## src/rtl/npc_pkg.sv

```systemverilog
// npc_pkg: shared decode constants, FSM state, ALU op and immediate-format
// enums, the decoded-instruction struct and the immediate generator used by
// the multi-cycle RV32I-subset core.
package npc_pkg;

  localparam logic [6:0] OP_LUI   = 7'b0110111;
  localparam logic [6:0] OP_AUIPC = 7'b0010111;
  localparam logic [6:0] OP_IMM   = 7'b0010011;
  localparam logic [6:0] OP_REG   = 7'b0110011;
  localparam logic [6:0] OP_JAL   = 7'b1101111;
  localparam logic [6:0] OP_JALR  = 7'b1100111;
  localparam logic [6:0] OP_BR    = 7'b1100011;
  localparam logic [6:0] OP_SYS   = 7'b1110011;

  localparam logic [2:0] F3_ADD = 3'b000;
  localparam logic [2:0] F3_SLT = 3'b010;
  localparam logic [2:0] F3_XOR = 3'b100;
  localparam logic [2:0] F3_OR  = 3'b110;
  localparam logic [2:0] F3_AND = 3'b111;
  localparam logic [2:0] F3_BEQ = 3'b000;
  localparam logic [2:0] F3_BNE = 3'b001;

  localparam logic [6:0] F7_BASE = 7'b0000000;
  localparam logic [6:0] F7_SUB  = 7'b0100000;

  localparam logic [31:0] INST_EBREAK = 32'h00100073;

  typedef enum logic [1:0] {FETCH, WAIT, EXEC, HALT} state_e;

  typedef enum logic [2:0] {
    ALU_ADD, ALU_SUB, ALU_SLT, ALU_XOR, ALU_OR, ALU_AND, ALU_PASS
  } alu_op_e;

  typedef enum logic [2:0] {IMM_I, IMM_S, IMM_B, IMM_U, IMM_J} imm_type_e;

  typedef struct packed {
    logic      legal;
    logic      wr_en;
    logic      use_rs1;
    logic      use_rs2;
    logic      use_imm;
    logic      a_pc;      // ALU operand A is pc (AUIPC)
    logic      is_jal;
    logic      is_jalr;
    logic      is_br;
    logic      is_ebreak;
    imm_type_e imm_type;
    alu_op_e   alu_op;
  } dec_t;

  // 32-bit sign-extended immediate; the core widens it to XLEN.
  function automatic logic [31:0] imm_gen(input logic [31:0] i, input imm_type_e t);
    logic [31:0] r;
    case (t)
      IMM_I:   r = {{20{i[31]}}, i[31:20]};
      IMM_S:   r = {{20{i[31]}}, i[31:25], i[11:7]};
      IMM_B:   r = {{19{i[31]}}, i[31], i[7], i[30:25], i[11:8], 1'b0};
      IMM_U:   r = {i[31:12], 12'b0};
      IMM_J:   r = {{11{i[31]}}, i[31], i[19:12], i[20], i[30:21], 1'b0};
      default: r = '0;
    endcase
    return r;
  endfunction

endpackage

```

## src/rtl/npc_multicycle_core_if.sv

```systemverilog
// npc_multicycle_core_if: instruction-fetch port of the core.
//  req_valid/req_ready : fetch request handshake, addr = fetch address
//  rsp_valid/rsp_data  : instruction word return (one outstanding request max)
// master = core side, slave = instruction memory side.
interface npc_multicycle_core_if #(parameter int XLEN = 32);
  logic            req_valid;
  logic            req_ready;
  logic [XLEN-1:0] addr;
  logic            rsp_valid;
  logic [31:0]     rsp_data;

  modport master (output req_valid, addr, input req_ready, rsp_valid, rsp_data);
  modport slave  (input req_valid, addr, output req_ready, rsp_valid, rsp_data);
endinterface

```

## src/rtl/npc_regfile.sv

```systemverilog
// npc_regfile: architectural register file.
//  clk, rst      : clock, synchronous active-high reset (clears all registers)
//  ra1/ra2       : async read addresses -> rd1/rd2
//  we/wa/wd      : synchronous write port
// x0 and indices >= NR_REGS read as zero and are never written.
module npc_regfile #(
  parameter int XLEN    = 32,
  parameter int NR_REGS = 32
) (
  input  logic            clk,
  input  logic            rst,
  input  logic [4:0]      ra1,
  input  logic [4:0]      ra2,
  output logic [XLEN-1:0] rd1,
  output logic [XLEN-1:0] rd2,
  input  logic            we,
  input  logic [4:0]      wa,
  input  logic [XLEN-1:0] wd
);
  localparam int AW = $clog2(NR_REGS);

  logic [XLEN-1:0] regs [NR_REGS];

  always_ff @(posedge clk) begin
    if (rst) begin
      for (int i = 0; i < NR_REGS; i++) regs[i] <= '0;
    end else if (we && wa != 5'd0 && int'(wa) < NR_REGS) begin
      regs[wa[AW-1:0]] <= wd;
    end
  end

  always_comb begin
    rd1 = '0;
    rd2 = '0;
    if (ra1 != 5'd0 && int'(ra1) < NR_REGS) rd1 = regs[ra1[AW-1:0]];
    if (ra2 != 5'd0 && int'(ra2) < NR_REGS) rd2 = regs[ra2[AW-1:0]];
  end
endmodule

```

## src/rtl/npc_multicycle_core.sv

```systemverilog
// npc_multicycle_core: multi-cycle RV32I-subset core, FETCH -> WAIT -> EXEC.
//  clk, rst     : clock, synchronous active-high reset
//  imem         : fetch port (master modport)
//  commit_*     : one-cycle retire pulse with pc / instruction word
//  pc           : architectural pc
//  halted       : sticky stop; halt_trap: stop was a trap, not ebreak
//  halt_code    : x10 at the moment of halting
module npc_multicycle_core
  import npc_pkg::*;
#(
  parameter int              XLEN     = 32,
  parameter int              NR_REGS  = 32,
  parameter logic [XLEN-1:0] RESET_PC = 32'h80000000
) (
  input  logic                   clk,
  input  logic                   rst,
  npc_multicycle_core_if.master  imem,
  output logic                   commit_valid,
  output logic [XLEN-1:0]        commit_pc,
  output logic [31:0]            commit_inst,
  output logic [XLEN-1:0]        pc,
  output logic                   halted,
  output logic                   halt_trap,
  output logic [XLEN-1:0]        halt_code
);
  state_e          state;
  logic [31:0]     inst_q;
  logic [XLEN-1:0] a0_q;     // shadow of x10 so halt_code needs no extra read port

  logic [6:0] opcode, f7;
  logic [4:0] rd, rs1, rs2;
  logic [2:0] f3;
  assign opcode = inst_q[6:0];
  assign rd     = inst_q[11:7];
  assign f3     = inst_q[14:12];
  assign rs1    = inst_q[19:15];
  assign rs2    = inst_q[24:20];
  assign f7     = inst_q[31:25];

  dec_t dec;
  always_comb begin
    dec          = '0;
    dec.alu_op   = ALU_ADD;
    dec.imm_type = IMM_I;
    case (opcode)
      OP_LUI: begin
        dec.legal = 1'b1; dec.wr_en = 1'b1; dec.use_imm = 1'b1;
        dec.imm_type = IMM_U; dec.alu_op = ALU_PASS;
      end
      OP_AUIPC: begin
        dec.legal = 1'b1; dec.wr_en = 1'b1; dec.use_imm = 1'b1;
        dec.a_pc = 1'b1; dec.imm_type = IMM_U;
      end
      OP_IMM: begin
        dec.wr_en = 1'b1; dec.use_rs1 = 1'b1; dec.use_imm = 1'b1;
        dec.legal = 1'b1;
        case (f3)
          F3_ADD:  dec.alu_op = ALU_ADD;
          F3_SLT:  dec.alu_op = ALU_SLT;
          F3_XOR:  dec.alu_op = ALU_XOR;
          F3_OR:   dec.alu_op = ALU_OR;
          F3_AND:  dec.alu_op = ALU_AND;
          default: dec.legal  = 1'b0;
        endcase
      end
      OP_REG: begin
        dec.wr_en = 1'b1; dec.use_rs1 = 1'b1; dec.use_rs2 = 1'b1;
        dec.legal = 1'b1;
        case ({f7, f3})
          {F7_BASE, F3_ADD}: dec.alu_op = ALU_ADD;
          {F7_SUB,  F3_ADD}: dec.alu_op = ALU_SUB;
          {F7_BASE, F3_SLT}: dec.alu_op = ALU_SLT;
          {F7_BASE, F3_XOR}: dec.alu_op = ALU_XOR;
          {F7_BASE, F3_OR }: dec.alu_op = ALU_OR;
          {F7_BASE, F3_AND}: dec.alu_op = ALU_AND;
          default:           dec.legal  = 1'b0;
        endcase
      end
      OP_JAL: begin
        dec.legal = 1'b1; dec.wr_en = 1'b1; dec.is_jal = 1'b1; dec.imm_type = IMM_J;
      end
      OP_JALR: begin
        dec.legal = (f3 == 3'b000); dec.wr_en = 1'b1; dec.use_rs1 = 1'b1;
        dec.is_jalr = 1'b1;
      end
      OP_BR: begin
        dec.legal = (f3 == F3_BEQ) || (f3 == F3_BNE);
        dec.use_rs1 = 1'b1; dec.use_rs2 = 1'b1; dec.is_br = 1'b1; dec.imm_type = IMM_B;
      end
      OP_SYS: begin
        dec.legal = (inst_q == INST_EBREAK); dec.is_ebreak = 1'b1;
      end
      default: ;
    endcase
  end

  logic [XLEN-1:0] rs1_v, rs2_v, imm, op_a, op_b, alu_res, pc4, target, next_pc, wdata;
  logic            idx_bad, br_taken, redirect, misaligned, trap, rf_we;

  // RV32E-style configs: any referenced register beyond NR_REGS is illegal.
  assign idx_bad = (dec.wr_en   && int'(rd)  >= NR_REGS) ||
                   (dec.use_rs1 && int'(rs1) >= NR_REGS) ||
                   (dec.use_rs2 && int'(rs2) >= NR_REGS);

  assign imm  = XLEN'($signed(imm_gen(inst_q, dec.imm_type)));
  assign op_a = dec.a_pc ? pc : rs1_v;
  assign op_b = dec.use_imm ? imm : rs2_v;

  always_comb begin
    alu_res = '0;
    case (dec.alu_op)
      ALU_ADD:  alu_res = op_a + op_b;
      ALU_SUB:  alu_res = op_a - op_b;
      ALU_SLT:  alu_res = XLEN'($signed(op_a) < $signed(op_b));
      ALU_XOR:  alu_res = op_a ^ op_b;
      ALU_OR:   alu_res = op_a | op_b;
      ALU_AND:  alu_res = op_a & op_b;
      ALU_PASS: alu_res = op_b;
      default:  alu_res = '0;
    endcase
  end

  assign pc4        = pc + XLEN'(4);
  assign br_taken   = dec.is_br && ((f3 == F3_BEQ) ? (rs1_v == rs2_v) : (rs1_v != rs2_v));
  assign target     = dec.is_jalr ? ((rs1_v + imm) & ~XLEN'(1)) : (pc + imm);
  assign redirect   = dec.is_jal || dec.is_jalr || br_taken;
  assign misaligned = redirect && target[1];
  assign trap       = !dec.legal || idx_bad || misaligned;
  assign next_pc    = dec.is_ebreak ? pc : (redirect ? target : pc4);
  assign wdata      = (dec.is_jal || dec.is_jalr) ? pc4 : alu_res;
  assign rf_we      = (state == EXEC) && !trap && dec.wr_en;

  npc_regfile #(.XLEN(XLEN), .NR_REGS(NR_REGS)) u_rf (
    .clk (clk),
    .rst (rst),
    .ra1 (rs1),
    .ra2 (rs2),
    .rd1 (rs1_v),
    .rd2 (rs2_v),
    .we  (rf_we),
    .wa  (rd),
    .wd  (wdata)
  );

  // Fetch/commit outputs are decoded straight from state/pc/inst_q flops.
  assign imem.req_valid = (state == FETCH);
  assign imem.addr      = pc;
  assign commit_valid   = (state == EXEC) && !trap;
  assign commit_pc      = pc;
  assign commit_inst    = inst_q;

  always_ff @(posedge clk) begin
    if (rst) begin
      state     <= FETCH;
      pc        <= RESET_PC;
      inst_q    <= '0;
      a0_q      <= '0;
      halted    <= 1'b0;
      halt_trap <= 1'b0;
      halt_code <= '0;
    end else begin
      case (state)
        FETCH: if (imem.req_ready) state <= WAIT;
        WAIT: begin
          if (imem.rsp_valid) begin
            inst_q <= imem.rsp_data;
            state  <= EXEC;
          end
        end
        EXEC: begin
          if (trap) begin
            state     <= HALT;
            halted    <= 1'b1;
            halt_trap <= 1'b1;
            halt_code <= a0_q;
          end else begin
            pc <= next_pc;
            if (rf_we && rd == 5'd10) a0_q <= wdata;
            if (dec.is_ebreak) begin
              state     <= HALT;
              halted    <= 1'b1;
              halt_code <= a0_q;
            end else begin
              state <= FETCH;
            end
          end
        end
        default: ;  // HALT is absorbing until reset
      endcase
    end
  end
endmodule

```

## src/flat_wrapper.sv

```systemverilog
// flat-port wrapper written by rule: the top's interface ports become plain ports
module npc_multicycle_core_flat import npc_pkg::*;
#(
  parameter int              XLEN     = 32,
  parameter int              NR_REGS  = 32,
  parameter logic [XLEN-1:0] RESET_PC = 32'h80000000
)
  (clk, rst, commit_valid, commit_pc, commit_inst, pc, halted, halt_trap, halt_code, imem_req_valid, imem_addr, imem_req_ready, imem_rsp_valid, imem_rsp_data);
  npc_multicycle_core_if #(.XLEN(XLEN)) imem_i ();
  input  logic clk;
  input  logic rst;
  output logic commit_valid;
  output logic [XLEN-1:0] commit_pc;
  output logic [31:0] commit_inst;
  output logic [XLEN-1:0] pc;
  output logic halted;
  output logic halt_trap;
  output logic [XLEN-1:0] halt_code;
  output wire logic [$bits(imem_i.req_valid)-1:0] imem_req_valid;
  output wire logic [$bits(imem_i.addr)-1:0] imem_addr;
  input wire logic [$bits(imem_i.req_ready)-1:0] imem_req_ready;
  input wire logic [$bits(imem_i.rsp_valid)-1:0] imem_rsp_valid;
  input wire logic [$bits(imem_i.rsp_data)-1:0] imem_rsp_data;
  assign imem_req_valid = imem_i.req_valid;
  assign imem_addr = imem_i.addr;
  assign imem_i.req_ready = imem_req_ready;
  assign imem_i.rsp_valid = imem_rsp_valid;
  assign imem_i.rsp_data = imem_rsp_data;
  npc_multicycle_core #(.XLEN(XLEN), .NR_REGS(NR_REGS), .RESET_PC(RESET_PC)) u_core (.clk(clk), .rst(rst), .imem(imem_i), .commit_valid(commit_valid), .commit_pc(commit_pc), .commit_inst(commit_inst), .pc(pc), .halted(halted), .halt_trap(halt_trap), .halt_code(halt_code));
endmodule
```

## config.mk

```make
export PLATFORM = sky130hd
export DESIGN_NAME = npc_multicycle_core_flat
export DESIGN_NICKNAME = d
export VERILOG_FILES = /design/src/rtl/npc_pkg.sv /design/src/rtl/npc_multicycle_core_if.sv /design/src/rtl/npc_regfile.sv /design/src/rtl/npc_multicycle_core.sv /design/src/flat_wrapper.sv
export SDC_FILE = /design/constraint.sdc
export NUM_CORES = 2
export LEC_CHECK = 0
export BUFFER_PORTS_ARGS = -buffer_cell sky130_fd_sc_hd__buf_2
export CORE_MARGIN = 2
export CORE_UTILIZATION = 55
export DETAILED_ROUTE_END_ITERATION = 12
export PLACE_DENSITY_LB_ADDON = 0.05
export SLEW_MARGIN = 5
export SYNTH_ARGS = -nofsm -noshare
export SYNTH_HDL_FRONTEND = slang
export SYNTH_SLANG_ARGS = --single-unit
```

## constraint.sdc

```tcl
create_clock -name clk -period 6.54 [get_ports clk]
set_input_delay 0.654 -clock clk [delete_from_list [all_inputs] [get_ports clk]]
set_output_delay 0.654 -clock clk [all_outputs]
set_load 0.02 [all_outputs]
```

==> results.toml <==
[finish]
layout_common_cells = "edfxtp_1 (1024), nor2_1 (952), mux4_2 (575)"
multiInputGateArea_mm2 = 0.0341
areaGrowthSynthToFinish_pct = 15.6
seq_area_mm2 = 0.0336
final_common_cell = "edfxtp_1"
nNetsFinal = 6441
drive_above_1_share_pct = 26.7
stdcell_area_mm2 = 0.0812
fillers = 9856

[place]
dp_hpwl_um = 190000
gp_congestion = 1.03
dpl_cell_area_mm2 = 0.0766
port_buffers = 199

[global_routing]
track_usage_pct = 41.2
grt_pass1_vias = 53900
grt_max_degree = 73
grt_pass1_wl_um = 384000
antenna_found_initial = 14
overflow = 0

[clock_tree]
cts_sinks = 1166
clock_latency_ns = 0.79
cts_tree = "yes"
clk_pin_slew_ns = 0.06
clock_tree.buffer_depth = 3
htreeDepth = 4
numCtsBuffers = 133
cts-root-buf = "clkbuf_16"

[worst_setup_path]
cp.arrival_ns = 6.91
end_kind = "flop"
worst_ep_required_time_ns = 7.05
crit_type = "flop to flop"
worstPathMaxFanout = 15
r2r_slack_ns = 0.15
critPathLaunchType = "flop"

[synth]
async_flop_share_pct = 0
synth_ff_type = "edfxtp_1"
synth_top_cell_area_share_pct = 43.8
synth_seq_area_share_pct = 47.8
synth_area_leader_cell = "edfxtp_1"
ys_ff_latch = 1166
synth_cell_types = 87
avgSynthCellArea_um2 = 11.9
synth-warning-count = 0
syn_area_mm2 = 0.0703
synthTopCellsByArea = "edfxtp_1 (44%), mux4_2 (18%), nor2_1 (5.2%)"
synth_cells = 5928
synth-edff-count = 1024

[drt]
drt_first_iter_violations = 8336
drtPass1Iterations = 6
wl_um = 272000
dr_total_vias = 55700
viasPerCell = 6.96
wire_per_inst_um = 33.9
drc = 0
drtAntennaViolNets = 0

[power_and_ir_drop]
power.leakage_nw = 28.2
ir_drop_uv = 263
power.density_mw_per_mm2 = 288

[floorplan]
start_util_pct = 55.3
die_area_mm2 = 0.131
io_pins = 200
num_rows = 131
coreArea_mm2 = 0.127
die_w_um = 361
die_h_um = 361

[job]
maxCapViolations = 0

[timing]
fin_crit_ns = 6.39
worstMarginPinSlew_ns = 1.33
setup_viol = 0
relSlewSlack_pct = 10.6
period_share_pct = 97.8
maxSlewViolCount = 0
clock.fmax_ghz = 0.156
finalHoldViolCount = 0
fin_tns_setup_ns = 0
finClkSkew_ns = 0.0390

[min_path]
hold_class = "input port to flop"

[run_status]
status = "complete, no violations"
[final timing paths]
path                                   startpoint                       to  cells after the start
worst max-delay path                         flop  u_core.u_rf.regs[7][28]                     27
worst min-delay path            imem_rsp_data[14]   u_core.commit_inst[14]                      3
worst max register to register               flop  u_core.u_rf.regs[7][28]                     27
worst min register to register    u_core.a0_q[15]          u_core.a0_q[15]                      2
[Yosys cell counts, drive strengths merged (21+ instances only)]
master and number:
o21bai 31, dfxtp 142, o21ai 123, and2 43, nand3 72, mux4 575, a221oi 25, mux2i 111
buf 236, mux2 37, or2 65, nor2b 22, and3 33, o211ai 53, nor4 26, clkbuf 341
o21a 28, nor3 293, xnor2 64, o22ai 79, nand2 304, a21oi 228, a21o 75, a211oi 95
inv 154, nor2 968, a211o 53, ha 165, or3 21, edfxtp 1024, nor3b 27, xor2 21
nand2b 162
[report_power, final]
| part | internal [mW] | switching [mW] |
|---|---|---|
| sequential | 8.33 | 0.176 |
| clock | 4.17 | 3.20 |
| combinational | 2.86 | 4.63 |
| total | 15.4 | 8.01 |
[sequential cells by signal, indices dropped and copies added (netlist names), named ones only]
signal / cells
u_core.a0_q: 32
u_core.commit_inst: 32
u_core.commit_pc: 32
u_core.halt_code: 32
u_core.halt_trap: 1
u_core.halted: 1
u_core.state: 2
u_core.u_rf.regs: 1024
[per-layer routing]
metal	vias to the layer above	wire length (um)	track usage, %
li1	23100	-	-
met1	28000	96100	53.0
met2	3914	127000	65.2
met3	784	31300	8.85
met4	10	17600	23.0
met5	-	72	0
[what timing repair did]
action / in CTS / in global routing
buffers inserted: 8 / 7
gates cloned: 0 / 4
hold buffers: 0 / 0
gates resized for setup: 3 / 44
setup endpoints to repair: 169 / 358
pin swaps: 1 / 5
[through the flow]
step	cells	hold WS (ns)	worst slack, ns	util, %	total power [mW]
detailed placement	7744	0.445	-0.359	60.2	15.7
global route	8001	0.0947	-0.0700	63.9	24.0
CTS	7989	0.0765	0.0105	63.6	23.0
floorplan	5959	0.432	0.441	-	12.5
finish	8006	0.113	0.147	63.9	23.4
global placement	7744	0.440	-0.318	60.2	15.7
[logic make-up after synthesis]
kind of cell	share of synthesized area [%]
buffers and inverters	4.58
AO/OA/AOI/OAI	9.03
adder cells (fa/ha/maj)	3.05
AND/OR/NAND/NOR	13.9
XOR/XNOR	1.06
flip-flops	47.8
other	0.00534
multiplexers	20.6
[critical path: stages (launching register included)]
cell       delay (ns)
dfxtp_4          0.39
buf_12           0.15
buf_4            0.13
buf_12           0.14
mux4_2           0.53
mux4_2           0.61
nor2_2           0.20
nor2_1           0.16
mux2_2           0.31
ha_1             0.29
buf_4            0.17
buf_4            0.15
a41o_1           0.19
a21oi_1          0.18
nor2_1           0.11
or2_2            0.29
o211ai_1         0.18
buf_4            0.16
a21boi_0         0.09
buf_4            0.16
or2_2            0.31
a211o_1          0.31
nand2_1          0.08
o2111ai_2        0.16
o22ai_4          0.24
buf_12           0.16
clkbuf_16        0.19
nor3_1           0.06
[final cells by class]
| type | instances | share of cell area (%) |
|---|---|---|
| Inverter | 155 | 0.716 |
| Antenna cell | 6 | 0.0185 |
| Timing Repair Buffer | 719 | 8.20 |
| Tap cell | 1662 | 2.56 |
| Clock buffer | 182 | 4.49 |
| Multi-Input combinational cell | 4061 | 41.9 |
| Clock inverter | 55 | 0.681 |
| Sequential cell | 1166 | 41.4 |
(Power assumes the default switching activity.)
